**config.mk**
```make
export PLATFORM = sky130hd
export DESIGN_NAME = router_input_fifo
export DESIGN_NICKNAME = d
export VERILOG_FILES = /design/src/rtl/router_pkg.sv /design/src/rtl/fifo_mem.sv /design/src/rtl/router_input_fifo.sv
export SDC_FILE = /design/constraint.sdc
export NUM_CORES = 1
export LEC_CHECK = 0
export BUFFER_PORTS_ARGS = -buffer_cell sky130_fd_sc_hd__buf_2
export CORE_MARGIN = 3
export CORE_UTILIZATION = 50
export CTS_CLUSTER_SIZE = 14
export DETAILED_ROUTE_END_ITERATION = 6
export GPL_TIMING_DRIVEN = 1
export MAX_ROUTING_LAYER = met4
export PLACE_DENSITY = 0.74
export RECOVER_POWER = 25
export SLEW_MARGIN = 0
export SYNTH_ARGS = -nofsm -noshare
export SYNTH_HDL_FRONTEND = slang
export SYNTH_SLANG_ARGS = --single-unit
```
**constraint.sdc**
```tcl
create_clock -name clk -period 1.8 [get_ports clk]
set_input_delay 0.45 -clock clk [delete_from_list [all_inputs] [get_ports clk]]
set_output_delay 0.45 -clock clk [all_outputs]
set_load 0.05 [all_outputs]
```
**src/rtl/router_pkg.sv**
```systemverilog
// Shared definitions for the 5-port NoC router: port directions, error bit indices
// and the one-hot grant encodings used by the output-port arbiters.
package router_pkg;

  localparam int unsigned NUM_DIRS = 5;
  localparam int unsigned FLIT_W   = 32;

  typedef enum logic [2:0] {
    DIR_N,
    DIR_E,
    DIR_W,
    DIR_S,
    DIR_L
  } dir_e;

  localparam int unsigned ERR_MULTI_GRANT = 0;
  localparam int unsigned ERR_EMPTY_READ  = 1;

  // Arbiter grant states; bit position matches dir_e.
  typedef enum logic [NUM_DIRS-1:0] {
    StIdle = 5'b00000,
    StGntN = 5'b00001,
    StGntE = 5'b00010,
    StGntW = 5'b00100,
    StGntS = 5'b01000,
    StGntL = 5'b10000
  } arb_state_e;

  function automatic logic multi_hot(logic [NUM_DIRS-1:0] v);
    return $countones(v) > 1;
  endfunction

endpackage

```
**src/rtl/fifo_mem.sv**
```systemverilog
// Flit storage: one synchronous write port, one combinational read port, no reset.
module fifo_mem #(
  parameter int unsigned  DATA_W = 32,
  parameter int unsigned  DEPTH  = 4,
  localparam int unsigned AW     = $clog2(DEPTH)
) (
  input  logic              clk,
  input  logic              we,
  input  logic [AW-1:0]     waddr,
  input  logic [DATA_W-1:0] wdata,
  input  logic [AW-1:0]     raddr,
  output logic [DATA_W-1:0] rdata
);

  logic [DATA_W-1:0] mem [DEPTH];

  always_ff @(posedge clk) begin
    if (we) begin
      mem[waddr] <= wdata;
    end
  end

  assign rdata = mem[raddr];

endmodule

```
**src/rtl/router_input_fifo.sv**
```systemverilog
// Router input-port buffer: DRTS/CTS write handshake into a small first-word
// fall-through FIFO, popped by any output-arbiter grant, with sticky error flags.
module router_input_fifo
  import router_pkg::*;
#(
  parameter int unsigned  DATA_W = FLIT_W,
  parameter int unsigned  DEPTH  = 4,
  localparam int unsigned PTR_W  = $clog2(DEPTH)
) (
  input  logic              clk,
  input  logic              rst,
  input  logic              DRTS,
  input  logic [DATA_W-1:0] Data_in,
  output logic              CTS,
  input  logic              read_en_N,
  input  logic              read_en_E,
  input  logic              read_en_W,
  input  logic              read_en_S,
  input  logic              read_en_L,
  output logic [DATA_W-1:0] Data_out,
  output logic              empty,
  output logic              full,
  output logic [PTR_W:0]    count,
  output logic [1:0]        err
);

  localparam logic [PTR_W-1:0] PtrOne  = 1;
  localparam logic [PTR_W:0]   CntOne  = 1;
  localparam logic [PTR_W:0]   CntFull = (PTR_W + 1)'(DEPTH);

  logic [PTR_W-1:0]    wr_ptr_q, rd_ptr_q;
  logic [PTR_W:0]      count_q;
  logic                cts_q;
  logic [1:0]          err_q;
  logic [NUM_DIRS-1:0] grants;
  logic                any_grant, multi_grant;
  logic                wr_en, rd_en;
  logic                is_empty, is_full;

  always_comb begin
    grants                 = '0;
    grants[int'(DIR_N)]    = read_en_N;
    grants[int'(DIR_E)]    = read_en_E;
    grants[int'(DIR_W)]    = read_en_W;
    grants[int'(DIR_S)]    = read_en_S;
    grants[int'(DIR_L)]    = read_en_L;
    any_grant   = |grants;
    multi_grant = multi_hot(grants);
    is_empty    = (count_q == '0);
    is_full     = (count_q == CntFull);
    // CTS is only ever high for one cycle, so a write never lands on a full buffer.
    wr_en       = DRTS & cts_q;
    rd_en       = any_grant & ~is_empty;
  end

  always_ff @(posedge clk or negedge rst) begin
    if (!rst) begin
      wr_ptr_q <= '0;
      rd_ptr_q <= '0;
      count_q  <= '0;
      cts_q    <= 1'b0;
      err_q    <= '0;
    end else begin
      cts_q <= DRTS & ~cts_q & ~is_full;
      if (wr_en) begin
        wr_ptr_q <= wr_ptr_q + PtrOne;
      end
      if (rd_en) begin
        rd_ptr_q <= rd_ptr_q + PtrOne;
      end
      case ({wr_en, rd_en})
        2'b10:   count_q <= count_q + CntOne;
        2'b01:   count_q <= count_q - CntOne;
        default: count_q <= count_q;
      endcase
      err_q[ERR_MULTI_GRANT] <= err_q[ERR_MULTI_GRANT] | multi_grant;
      err_q[ERR_EMPTY_READ]  <= err_q[ERR_EMPTY_READ] | (any_grant & is_empty);
    end
  end

  fifo_mem #(
    .DATA_W (DATA_W),
    .DEPTH  (DEPTH)
  ) u_mem (
    .clk   (clk),
    .we    (wr_en),
    .waddr (wr_ptr_q),
    .wdata (Data_in),
    .raddr (rd_ptr_q),
    .rdata (Data_out)
  );

  assign CTS   = cts_q;
  assign empty = is_empty;
  assign full  = is_full;
  assign count = count_q;
  assign err   = err_q;

endmodule
```
==> out/results.ini <==
[run_status]
outcome=complete, but fails checks
violations=setup timing

[clocking]
cts_made_buffers=17
cts_tree=yes
clk_path_buf_depth=2
insertion_delay_ns=0.50
ctsRootBufferMaster=clkbuf_8
htree_num_levels=4
clkTransAtPathRegs_ns=0.06
cts_sinks=138

[yosys]
synth_area_um2=5249
synthTopCellsByArea=edfxtp_1 (73%), mux4_2 (14%), dfrtp_1 (4.8%)
synth.most_common_cell=edfxtp_1
ys_async_sr_fraction_pct=7.246
syn_avg_cell_area_um2=23.86
syn_inst=220
seq_area_frac_synth_pct=78.00
synth_top_family_by_area=multiplexers
synthAdderAreaFrac_pct=2.431
synth_top_area_share_pct=73.23
synthMuxAreaShare_pct=14.14
synth_nets=269
synthFlopType=edfxtp_1
synth_xor_area_share_pct=1.001
synth_edf_count=128
yosysWarnings=0
synthTopCellsByCount=edfxtp_1 (128), mux4_2 (32), dfrtp_1 (10)
synth-simple-area-share_pct=2.002
synth-compound-area-share_pct=0.1669
yosysTopAreaCell=edfxtp_1
yosys_register_bits=138
synth_cell_type_count=25

[cells_and_area]
nFillCells=661
fin_cells=486
antennaDiodeCount=0
drive_gt1_share_pct=49.29
synthToLayoutAreaGrowth_pct=30.37
fin_nets=389

[placement]
io_buffers=79
dp_cells=445
place_worst_setup_slack_ns=-0.4393
hpwl_um=5717
gp_congestion=0.7459

[sta]
max_freq_ghz=0.4352
clock_skew_ns=0.006216
tns_ns=-15.16
finalSetupViolations=33
hold_violations=0
period_share_pct=127.7
fin_ws_ns=-0.4978
slew_viol_final=0
slew_headroom_pct=79.50
rsz0062_at_grt=true
tightestPinTransition_ns=0.3074
timing.hold.ws_ns=0.1664
fin_crit_ns=2.298

[floorplanning]
die_y_um=108.5
die_w_um=108.5
die_area_um2=11760
core-area_um2=10000
std_cell_rows=36
io_pins=80
start_util_pct=52.49

[setup_path]
r2r_slack_ns=0.04
cp_data_arrival_time_ns=1.85
worst_setup_path_start_kind=flop
worstSetupPathType=reg2out
r2r_end=count[2]
path_max_fanout=18
critical_path_required_ns=1.35
end_kind=output port
r2r_cells=9
r2r_start=count[1]

[route]
drt-vias-per-instance=5.208
first_iter_violations=186
post-route-drc-count=0
vias=2531
drt-wirelength-per-cell_um=18.95
totalWireLength_um=9209
drt_first_pass_iters=4
final_antenna_net_count=0

[worst_hold_path]
hold_end=u_mem.mem[2][9]
hold_path_class=in2reg
hp-start=Data_in[9]
min_path_cells=1

[power]
pwr-share-seq_pct=32.7
internal_power_uw=8003
p_clk_share_pct=26.0
p_per_area_nw_per_um2=1816
combPwrFrac_pct=41.4
p_sw_uw=4422
swShare_pct=35.59
peakVddDrop_mv=1.129
leakagePower_uw=0.002445

[global_routing]
grt_max_degree=21
grt_pass1_wl_um=14860
grt-ovfl-total=0
grt_usage_pct=18.07
antenna_found_initial=0
grt_pass1_vias=2784

[flow_run]
drv_cap=0

==> critical path, stage by stage (launching register included) <==
cell and delay (ns):
dfrtp_2 0.42, buf_12 0.20, mux4_2 0.55, buf_6 0.17
==> placed cells by master (no fill, tap or decap), types with 2 or more instances in the layout <==
cell type   synthesis  final
edfxtp_1          128    128
buf_6               3     34
mux4_2             32     32
buf_2               2     25
buf_4               1     22
clkbuf_1            0     21
clkbuf_16           0     16
buf_12              1      6
dfrtp_1            10      5
ha_1                7      5
dfrtp_2             0      5
inv_1               9      4
and3_2              0      4
xor2_1              4      4
clkinv_2            0      4
inv_2               0      3
clkinv_4            0      3
clkinvlp_4          0      3
inv_4               0      2
nand2_1             2      2
nor2_1              2      2
xnor2_1             2      2
ha_4                0      2
bufinv_16           0      2
inv_6               0      2
==> timing repair <==
action | 4_1_cts | 5_1_grt
pin swaps | 3 | 5
hold endpoints to repair | 10 | 0
resized for setup | 72 | 1
hold buffers | 1 | 0
setup buffers | 5 | 3
endpoints found under the setup margin | 34 | 35
==> cell type report <==
cell class,count,area [µm²],share of cell area [%]
Sequential cell,138,4100,59.92
Multi-Input combinational cell,65,1080,15.78
Timing Repair Buffer,109,893.4,13.06
Clock buffer,18,417.9,6.107
Tap cell,133,166.4,2.432
Clock inverter,14,146.4,2.139
Inverter,9,38.79,0.5668
==> routing by layer <==
metal	routed length, µm	vias to the layer above	GRT usage (%)	part of all wire, %
met1	3938	1300	22.86	43
met3	452	7	5.612	4.9
li1	-	1148	-	-
met5	0	-	-	0
met2	4733	76	28.60	51
met4	84	0	5.140	0.91
==> state kept, by name, indices dropped and copies added, names as in the netlist <==
name / cells
wr_ptr_q: 2
u_mem.mem: 128
CTS: 1
err: 2
rd_ptr_q: 2
count: 3
==> worst max-delay path by stage <==
stage	from	to	slack, ns
6_report	rd_ptr_q[0]	Data_out[9]	-0.50
5_1_grt	rd_ptr_q[0]	Data_out[12]	-0.58
4_1_cts	rd_ptr_q[0]	Data_out[9]	-0.55
3_5_place_dp	read_en_N	count[2]	-0.44
3_3_place_gp	read_en_N	count[2]	-0.39
2_1_floorplan	count[1]	count[2]	-0.28
==> through the flow <==
| stage | power, µW | area [µm²] | util, % |
|---|---|---|---|
| 2_1_floorplan | 7497 | 5296 | - |
| 3_3_place_gp | 8464 | 6008 | 60.09 |
| 3_5_place_dp | 8517 | 6008 | 60.09 |
| 4_1_cts | 12490 | 6842 | 68.42 |
| 5_1_grt | 12960 | 6843 | 68.43 |
| 6_report | 12430 | 6843 | 68.43 |
==> logic make-up after synthesis <==
family,Yosys count
flops,138
xor+xnor,6
simple gates,15
mux,34
compound gates,1
fa+ha+maj,9
buf+inv,17
==> power groups by stage <==
| stage | clock (µW) | combinational (µW) | sequential [µW] |
|---|---|---|---|
| 2_1_floorplan | 0 | 3290 | 4200 |
| 5_1_grt | 3430 | 5440 | 4090 |
| 3_3_place_gp | 0 | 4360 | 4110 |
| 3_5_place_dp | 0 | 4390 | 4120 |
| 6_report | 3230 | 5140 | 4060 |
| 4_1_cts | 3290 | 5140 | 4070 |
No activity file was read; power rests on OpenSTA's default activity.
